File: src/rtl/pcw_dn_sequencer.sv
// Download bus sequencer: copies the boot ROM onto the dn_* bus after every core reset
// and forwards HPS ioctl writes, holding off the HPS with ioctl_wait while the boot copy owns the bus.
module pcw_dn_sequencer #(
  parameter int unsigned BOOT_LEN  = 276,
  parameter int unsigned ROM_LAT   = 1,
  parameter logic [7:0]  HPS_INDEX = 8'd1,
  parameter logic [15:0] EXEC_ADDR = 16'h0
) (
  input  logic        clk_sys,
  input  logic        reset_n,
  input  logic        start,
  output logic [15:0] rom_addr,
  input  logic [7:0]  rom_data,
  input  logic        ioctl_download,
  input  logic [7:0]  ioctl_index,
  input  logic        ioctl_wr,
  input  logic [15:0] ioctl_addr,
  input  logic [7:0]  ioctl_data,
  output logic        ioctl_wait,
  output logic        dn_go,
  output logic        dn_wr,
  output logic [15:0] dn_addr,
  output logic [7:0]  dn_data,
  output logic        execute_enable,
  output logic [15:0] execute_addr,
  output logic        busy
);

  typedef enum logic [2:0] {
    S_IDLE   = 3'd0,
    S_B_RD   = 3'd1,
    S_B_WR   = 3'd2,
    S_B_GAP  = 3'd3,
    S_B_DONE = 3'd4,
    S_HPS    = 3'd5
  } state_t;

  localparam logic [15:0] LAST_IDX = 16'(BOOT_LEN - 1);
  // ROM_LAT=0 still spends one cycle in B_RD
  localparam logic [15:0] LAT_LAST = (ROM_LAT > 0) ? 16'(ROM_LAT - 1) : 16'd0;

  state_t      state_q, state_d;
  logic [15:0] idx_q, idx_d;
  logic [15:0] lat_q, lat_d;
  logic        pend_q, pend_d;
  logic        hold_vld_q, hold_vld_d;
  logic [15:0] hold_addr_q, hold_addr_d;
  logic [7:0]  hold_data_q, hold_data_d;
  logic        dn_go_q, dn_go_d;
  logic        dn_wr_q, dn_wr_d;
  logic [15:0] dn_addr_q, dn_addr_d;
  logic [7:0]  dn_data_q, dn_data_d;
  logic        exec_q, exec_d;

  logic hps_req;
  logic wr_req;
  logic boot_active;
  logic start_eff;
  logic serve;

  assign hps_req     = ioctl_download && (ioctl_index == HPS_INDEX);
  assign wr_req      = ioctl_wr && hps_req;
  assign boot_active = (state_q == S_B_RD) || (state_q == S_B_WR) ||
                       (state_q == S_B_GAP) || (state_q == S_B_DONE);
  assign start_eff   = start || pend_q;

  assign rom_addr       = idx_q;
  assign ioctl_wait     = boot_active && hps_req;
  assign dn_go          = dn_go_q;
  assign dn_wr          = dn_wr_q;
  assign dn_addr        = dn_addr_q;
  assign dn_data        = dn_data_q;
  assign execute_enable = exec_q;
  assign execute_addr   = EXEC_ADDR;
  assign busy           = (state_q != S_IDLE);

  // Next-state, hold-register and dn bus computation
  always_comb begin
    state_d     = state_q;
    idx_d       = idx_q;
    lat_d       = lat_q;
    pend_d      = pend_q;
    hold_vld_d  = hold_vld_q;
    hold_addr_d = hold_addr_q;
    hold_data_d = hold_data_q;
    dn_wr_d     = 1'b0;
    dn_addr_d   = dn_addr_q;
    dn_data_d   = dn_data_q;
    serve       = 1'b0;

    // A write the bus cannot take now is parked once; further ones are dropped
    if (wr_req && !hold_vld_q && (boot_active || ((state_q == S_IDLE) && start_eff))) begin
      hold_vld_d  = 1'b1;
      hold_addr_d = ioctl_addr;
      hold_data_d = ioctl_data;
    end else begin
      hold_vld_d  = hold_vld_q;
    end

    case (state_q)
      S_IDLE: begin
        if (start_eff) begin
          state_d = S_B_RD;
          idx_d   = 16'd0;
          lat_d   = 16'd0;
          pend_d  = 1'b0;
        end else if (hps_req) begin
          state_d = S_HPS;
          serve   = 1'b1;
        end else begin
          state_d = S_IDLE;
        end
      end
      S_B_RD: begin
        if (start) begin
          idx_d = 16'd0;
          lat_d = 16'd0;
        end else if (lat_q >= LAT_LAST) begin
          state_d = S_B_WR;
        end else begin
          lat_d = lat_q + 16'd1;
        end
      end
      S_B_WR: begin
        if (start) begin
          state_d = S_B_RD;
          idx_d   = 16'd0;
          lat_d   = 16'd0;
        end else begin
          state_d   = S_B_GAP;
          dn_wr_d   = 1'b1;
          dn_addr_d = idx_q;
          dn_data_d = rom_data;
        end
      end
      S_B_GAP: begin
        if (start) begin
          state_d = S_B_RD;
          idx_d   = 16'd0;
          lat_d   = 16'd0;
        end else if (idx_q == LAST_IDX) begin
          state_d = S_B_DONE;
        end else begin
          state_d = S_B_RD;
          idx_d   = idx_q + 16'd1;
          lat_d   = 16'd0;
        end
      end
      S_B_DONE: begin
        if (start) begin
          state_d = S_B_RD;
          idx_d   = 16'd0;
          lat_d   = 16'd0;
        end else begin
          state_d = S_IDLE;
        end
      end
      S_HPS: begin
        serve = 1'b1;
        if (start) begin
          pend_d = 1'b1;
        end else begin
          pend_d = pend_q;
        end
        if (!hps_req) begin
          state_d = S_IDLE;
        end else begin
          state_d = S_HPS;
        end
      end
      default: begin
        state_d = S_IDLE;
      end
    endcase

    // Parked write goes out first; a new strobe in the same cycle takes its place
    if (serve) begin
      if (hold_vld_q) begin
        dn_wr_d   = 1'b1;
        dn_addr_d = hold_addr_q;
        dn_data_d = hold_data_q;
        if (wr_req) begin
          hold_addr_d = ioctl_addr;
          hold_data_d = ioctl_data;
        end else begin
          hold_vld_d  = 1'b0;
        end
      end else if (wr_req) begin
        dn_wr_d   = 1'b1;
        dn_addr_d = ioctl_addr;
        dn_data_d = ioctl_data;
      end else begin
        dn_wr_d   = 1'b0;
      end
    end else begin
      serve = 1'b0;
    end

    dn_go_d = (state_d == S_B_RD) || (state_d == S_B_WR) ||
              (state_d == S_B_GAP) || (state_d == S_HPS);
    exec_d  = (state_d == S_B_DONE);
  end

  // State and registered outputs
  always_ff @(posedge clk_sys or negedge reset_n) begin
    if (!reset_n) begin
      state_q     <= S_IDLE;
      idx_q       <= 16'd0;
      lat_q       <= 16'd0;
      pend_q      <= 1'b0;
      hold_vld_q  <= 1'b0;
      hold_addr_q <= 16'd0;
      hold_data_q <= 8'd0;
      dn_go_q     <= 1'b0;
      dn_wr_q     <= 1'b0;
      dn_addr_q   <= 16'd0;
      dn_data_q   <= 8'd0;
      exec_q      <= 1'b0;
    end else begin
      state_q     <= state_d;
      idx_q       <= idx_d;
      lat_q       <= lat_d;
      pend_q      <= pend_d;
      hold_vld_q  <= hold_vld_d;
      hold_addr_q <= hold_addr_d;
      hold_data_q <= hold_data_d;
      dn_go_q     <= dn_go_d;
      dn_wr_q     <= dn_wr_d;
      dn_addr_q   <= dn_addr_d;
      dn_data_q   <= dn_data_d;
      exec_q      <= exec_d;
    end
  end

endmodule
File: config.mk
export PLATFORM = sky130hd
export DESIGN_NAME = pcw_dn_sequencer
export DESIGN_NICKNAME = d
export VERILOG_FILES = /design/src/rtl/pcw_dn_sequencer.sv
export SDC_FILE = /design/constraint.sdc
export NUM_CORES = 1
export LEC_CHECK = 0
export CAP_MARGIN = 40
export CELL_PAD_IN_SITES_DETAIL_PLACEMENT = 1
export CELL_PAD_IN_SITES_GLOBAL_PLACEMENT = 1
export CORE_MARGIN = 5
export CORE_UTILIZATION = 33
export DETAILED_ROUTE_END_ITERATION = 10
export PLACE_DENSITY = 0.74
export SLEW_MARGIN = 25
export SYNTH_ARGS = -nofsm -noshare
export SYNTH_HDL_FRONTEND = slang
export SYNTH_SLANG_ARGS = --single-unit
File: constraint.sdc
create_clock -name clk_sys -period 1.86 [get_ports clk_sys]
set_input_delay 0.372 -clock clk_sys [delete_from_list [all_inputs] [get_ports clk_sys]]
set_output_delay 0.372 -clock clk_sys [all_outputs]
set_load 0.005 [all_outputs]
Word level (Yosys, flattened, before mapping)
Index checks and enable logic that the tools add are counted.

Muxes and demuxes: 52. Add/subtract/negate cells: 2. Equal/unequal tests: 18. Reductions and logical operators: 25. $lt $le $gt $ge: 1.

Operator list (number): two-way mux 16 bit (17); two-way mux 8 bit (9); case mux 16 bit (4 select lines) (1); case mux 16 bit (3 select lines) (1); adder 16 x 1 -> 16 bit (second input constant) (2); two-way mux 3 bit (6); case mux 3 bit (6 select lines) (1); == test 16 x 9 -> 1 bit (second input constant) (1); greater-or-equal comparator 16 x 1 -> 1 bit (second input constant) (1); two-way mux 1 bit (14); == test 3 x 2 -> 1 bit (second input constant) (4); == test 3 bit (second input constant) (4); == test 8 x 1 -> 1 bit (second input constant) (1); logical OR 1 bit (8); == test 3 x 1 -> 1 bit (second input constant) (2); logical AND 1 bit (6); != test 3 bit (second input constant) (2); nonzero test 3 bit (2); AND reduction 5 bit (1); != test 2 x 1 -> 1 bit (second input constant) (2); != test 2 bit (second input constant) (2); case mux 1 bit (2 select lines) (2); AND reduction 4 bit (1); nonzero test 4 bit (1); other kinds (7) (7).

Logic and storage cells: 110. Register bits: 88.

Longest topological paths before layout
Depth after elaboration: 10. Gate-level depth with buffers: 7. Gate-level depth less buffers: 6.

Worst setup path after synthesis
Ideal clock, no wire load.

Kind: register to register. Start point: register state_q[0]. End point: register hold_addr_q[0]. Buffers on the path: 2. Cell stages (with the launch flop): 8. Data arrival time: 1.700 ns. Setup slack: 0.035 ns. Required time: 1.735 ns. Cell sequence: dfrtp_1 buf_6 nor3_2 nand2b_1 nor3b_1 o21ai_2 buf_6 mux2_2.

Cells in the longest elaborated chain, start to end: 10.

Ends and longest elaborated chain: from (decl) (RTL line 42) `state_t state_q, state_d;`; from (signal assigned) (RTL line 220) `state_q <= state_d;`; == test 3 x 1 -> 1 bit / == test 3 x 2 -> 1 bit (equally long branches) (RTL line 63) `assign boot_active = (state_q == S_B_RD) || (state_q == S_B_WR) ||`; logical OR 1 bit (2 in a row) (RTL line 63); logical OR 1 bit (RTL line 64) `(state_q == S_B_GAP) || (state_q == S_B_DONE);`; logical OR 1 bit (RTL line 92) `if (wr_req && !hold_vld_q && (boot_active || ((state_q == S_IDLE) && start_eff))) begin`; logical AND 1 bit (RTL line 92); two-way mux 16 bit (RTL line 92); two-way mux 16 bit (RTL line 182) `if (wr_req) begin`; two-way mux 16 bit (RTL line 178) `if (hold_vld_q) begin`; two-way mux 16 bit (*) (RTL line 177) `if (serve) begin`; named net hold_addr_d[0] (RTL line 47) `logic [15:0] hold_addr_q, hold_addr_d;`; to (signal assigned) (RTL line 225) `hold_addr_q <= hold_addr_d;`; to (decl) (RTL line 47).

Mark *: on every way through the listed nets, which the timed path passes. The rest lies on a longest branch. A chain may end at the register's enable or synchronous reset.

Final worst setup path
Start point: register state_q[2]. End point: register dn_addr_q[8], in the netlist dn_addr[8].

Cells in the longest elaborated chain, start to end: 5.

Ends and longest elaborated chain: == test 3 x 2 -> 1 bit (RTL line 100) `case (state_q)`; two-way mux 16 bit (RTL line 100); two-way mux 16 bit (RTL line 188) `end else if (wr_req) begin`; two-way mux 16 bit (RTL line 178); two-way mux 16 bit (*) (RTL line 177); named net dn_addr_d[8] (RTL line 51) `logic [15:0] dn_addr_q, dn_addr_d;`; to (signal assigned) (RTL line 229) `dn_addr_q <= dn_addr_d;`; to (decl) (RTL line 51).

Marked as above.

==> results.md <==
- The height of the die is around 120 um.
- The flop-to-flop setup slack is -0.07 ns.
- The met2 wire length is approximately 7500 um.
- The mean instance size in the synthesized netlist is ~10 um^2.
- Setup violations remaining at the end of the flow were counted as 47.
- roughly 110 I/O pins were placed.
- In the finished design, the share of the clock period the worst path needs comes to 1.04.
- Of the cells placed in the final design, the portion with a size suffix greater than 1 is 0.324.
- The die covers roughly 14000 um^2.
- The post-layout instance count excluding filler cells is 686.
- The required time of the worst setup path is 2.07 ns.
- Along the worst path, the maximum fanout reaches 15.
- Wires add up to approximately 15000 um.
- In the layout the commonest cells are 76 x sky130_fd_sc_hd__clkdlybuf4s50_1, 65 x sky130_fd_sc_hd__dfrtp_1, 59 x sky130_fd_sc_hd__nand2_1, 58 x sky130_fd_sc_hd__buf_4, 36 x sky130_fd_sc_hd__a21oi_1.
- The worst path in the final design needs a cycle of just under 2 ns, including I/O delays and setup.
- Setup repair after global routing could not meet its margin everywhere.
- The element type at the critical path end is a register.
- The number of warnings reported in the yosys synthesis log is 0.
- The via count normalized by instance count is between 5 and 6.
- After floorplanning, the core was sized to cover roughly 11000 um^2.
- Leaving out fill and tap cells, the most frequent cell in the layout is sky130_fd_sc_hd__clkdlybuf4s50_1.
- The root buffer selected by CTS is sky130_fd_sc_hd__clkbuf_16.
- Summing every instance area after synthesis gives ~3800 um^2.
- For this design, the slowest cell found on the critical path is sky130_fd_sc_hd__dfrtp_2.
- The worst IR drop on VDD is around 0.53 mV.
- The path class of the tightest hold or removal check is input pin to asynchronous set/reset pin.
- The CTS sink count is 72.
- The buffer depth of the longest clock path is 2.
- The pre-antenna-repair detailed-routing pass consisted of 4 iterations.
- Max-cap violations in this run came to 0.
- In this run the static leakage power is 2.65 nW.
- The register clock-pin slew on the reported worst setup and hold paths is 0.06 ns.
- The level count of the clock H-tree is 3.
- The initial utilization of the core area, before any placement, comes to 0.336.
- In the final design database the tool counted approximately 580 nets.
- In this design, the stage delay of the slowest critical-path cell is around 0.46 ns.
- The detail route stage leaves a number of antenna-violating nets equal to 0.
- The count of buffers added on input and output ports is 89.
- The final setup TNS is -1.43 ns.
- The post-route core utilization is 0.532.
- Once routing completed, OpenROAD measured the worst setup slack at -0.0719 ns.
- The first global-routing pass estimated about 23000 um of wire.
- The share of synthesized registers carrying an async set or reset is 1.00.
- The number of antenna violations at the first check in global routing was 0.
- The cell row count is 39.
- Power spread over the standard cell area amounts to around 1000 nW/um^2.
- The area of all placed cells without fillers is between 6000 and 7000 um^2.
- After synthesis, the netlist uses just over 50 different library cells.
- The highest metal layer with signal wires is met4.
- In the global route stage, overall resource usage came out at 0.203.
- The worst register-to-register path ends at dn_addr[8].
- The number of enable flip-flop cells after synthesis is 0.
- The post-route met1 wirelength is around 6000 um.
- Counting cells, the worst reg-to-reg path comes to 6.
- The sequential element share of the synthesized area is 0.470.
- For this run, design rule violations remaining after detail routing come to 0.
- Synthesis inferred just over 70 register bits.
- The instance area after placement is 5210 um^2.
- The met3 wire length is slightly below 800 um.
- Walking the worst path, the cells encountered are buf_4, nand3b_1, a22oi_4, buf_12, a21oi_1, a221o_1.
- The number of instances in the synthesized netlist is 382.
- Clock tree synthesis inserted a total of 9 buffers.
- The source-to-sink clock delay at the later pin of the worst-skew pair is roughly 0.34 ns.
- The residual overflow from global routing is 0.
- Data arrives at the worst endpoint at approximately 2.2 ns.
- The DRC violation total after the first TritonRoute iteration is ~230.
- The via count is approximately 3800.
- The worst setup path is launched from a register.
- In this run the tightest slew margin relative to its limit is 0.622.
- For this run, the top clock speed supported by timing is 518 MHz.
- The startpoint identified for the worst register-to-register timing path is state_q[2].
- The run finished, with violations left.
- The HPWL after detailed placement is slightly above 9000 um.
- The clock tree from TritonCTS is done.
- By startpoint and endpoint, the worst setup path is classified as register to register.
- The via count of the first global-routing pass was 4100.
- The transition time at the pin with the least slew margin is roughly 0.57 ns.
- For this run, the leading register cell type out of synthesis is sky130_fd_sc_hd__dfrtp_1.
- Dividing the detail-routed wire length by the instance count gives 21.8 um.
- The floorplan step set the die width to between 100 and 150 um.
- The worst clock skew is between 0.009 and 0.01 ns.
- The layout overhead on the synthesized area is 58.5%.
- The number of placed instances with taps included is roughly 650.
- The final count of pins violating max slew came to 0.
- Entering global routing, the biggest net connects 42 pins.
- The final weighted congestion of routability-driven global placement is 0.849.
- The final number of hold-violating endpoints was 0.
- 0 antenna diodes ended up in the layout.
- The final reports fail on setup timing.
==> repair_timing <==
item / in CTS / in global routing
pin swaps: 11 / 18
buffers inserted: 17 / 4
cloned: 3 / 2
hold buffers: 0 / 0
setup endpoints to repair: 67 / 71
gates resized for setup: 64 / 44
endpoints found under the hold margin: 0 / 0
==> logic make-up (layout without fill, tap and decap cells) <==
kind of cell,count (synthesis),count (layout),share of synthesized area
AND/OR/NAND/NOR,132,132,0.181
XOR/XNOR,3,3,0.00686
adder cells (fa/ha/maj),1,1,0.00326
multiplexers,27,27,0.0793
flip-flops,72,72,0.470
AO/OA/AOI/OAI,100,100,0.182
other,1,16,0.000978
buffers and inverters,46,192,0.0760
==> cell type report <==
class / instances / area (um^2)
timing repair buffer: 169 / 1640
inverter: 7 / 26.3
multi-input combinational: 279 / 2050
clock inverter: 5 / 129
clock buffer: 11 / 233
fill: 1234 / 5340
tap: 143 / 179
sequential: 72 / 1810
==> state kept, by name, indices dropped and copies added (netlist names) <==
signal,cells
execute_enable,1
rom_addr,16
dn_addr,16
hold_vld_q,1
dn_wr,1
state_q,3
dn_data,8
hold_data_q,8
dn_go,1
pend_q,1
hold_addr_q,16
==> power by group <==
group | internal (mW) | total, mW | switching, mW
clock | 1.45 | 2.17 | 0.714
combinational | 1.09 | 2.03 | 0.939
sequential | 1.76 | 1.89 | 0.139
total | 4.29 | 6.09 | 1.79
==> stage by stage <==
stage,setup slack (ns),hold WS [ns],total power [mW]
after floorplan,0.0354,0.0764,2.68
after global placement,-0.505,0.395,3.51
after detailed placement,-0.591,0.396,3.57
after CTS,-0.0700,0.0427,5.95
after global routing,-0.142,0.0553,6.36
final,-0.0719,0.0101,6.09
==> Yosys cell counts (2+ instances only) <==
| cell type | count | area share |
|---|---|---|
| sky130_fd_sc_hd__buf_2 | 11 | 0.014 |
| sky130_fd_sc_hd__o22ai_1 | 2 | 0.0033 |
| sky130_fd_sc_hd__mux2i_1 | 3 | 0.0078 |
| sky130_fd_sc_hd__o21ba_2 | 2 | 0.0052 |
| sky130_fd_sc_hd__nor3b_1 | 3 | 0.0059 |
| sky130_fd_sc_hd__dfrtp_1 | 72 | 0.47 |
| sky130_fd_sc_hd__o31ai_1 | 3 | 0.0059 |
| sky130_fd_sc_hd__o21ai_0 | 15 | 0.020 |
| sky130_fd_sc_hd__nand3b_1 | 3 | 0.0059 |
| sky130_fd_sc_hd__nor4_1 | 5 | 0.0082 |
| sky130_fd_sc_hd__nand2b_1 | 3 | 0.0049 |
| sky130_fd_sc_hd__a221o_1 | 24 | 0.063 |
| sky130_fd_sc_hd__nor3_2 | 2 | 0.0052 |
| sky130_fd_sc_hd__or3_1 | 2 | 0.0033 |
| sky130_fd_sc_hd__nor4bb_1 | 2 | 0.0052 |
| sky130_fd_sc_hd__mux2_2 | 23 | 0.068 |
| sky130_fd_sc_hd__a21oi_1 | 38 | 0.050 |
| sky130_fd_sc_hd__buf_6 | 5 | 0.015 |
| sky130_fd_sc_hd__nand2_1 | 63 | 0.062 |
| sky130_fd_sc_hd__nor2_1 | 16 | 0.016 |
| sky130_fd_sc_hd__a31oi_1 | 6 | 0.0098 |
| sky130_fd_sc_hd__and2_1 | 4 | 0.0065 |
| sky130_fd_sc_hd__nor3_1 | 4 | 0.0052 |
| sky130_fd_sc_hd__clkbuf_1 | 5 | 0.0049 |
| sky130_fd_sc_hd__buf_4 | 18 | 0.035 |
| sky130_fd_sc_hd__inv_1 | 7 | 0.0069 |
| sky130_fd_sc_hd__xnor2_1 | 3 | 0.0069 |
| sky130_fd_sc_hd__nand4_1 | 7 | 0.011 |
| sky130_fd_sc_hd__nand3_1 | 7 | 0.0091 |
| sky130_fd_sc_hd__nor4b_1 | 3 | 0.0069 |
==> routing by layer <==
| layer | GRT usage | up-vias |
|---|---|---|
| li1 | - | 1680 |
| met1 | 0.244 | 1911 |
| met2 | 0.347 | 133 |
| met3 | 0.0365 | 45 |
| met4 | 0.106 | 0 |
| met5 | 0 | - |
==> critical path, delay by kind of cell (launching register included) <==
kind	cells	cell delay, ns
AOI/OAI and AO/OA	3	0.64
buffers and inverters	2	0.42
and+or+nand+nor	1	0.27
DFF	1	0.46
==> how the worst max path moves through the flow <==
stage | start | endpoint | slack [ns] | cells after the start
2_1_floorplan | state_q[0] | hold_addr_q[0] | 0.04 | 7
3_3_place_gp | ioctl_index[1] | ioctl_wait | -0.50 | 5
3_5_place_dp | start | rom_addr[12] | -0.59 | 6
4_1_cts | state_q[0] | ioctl_wait | -0.07 | 6
5_1_grt | state_q[2] | dn_data[1] | -0.14 | 6
6_report | state_q[2] | dn_addr[8] | -0.07 | 6
No activity file was read; power rests on OpenSTA's default activity.
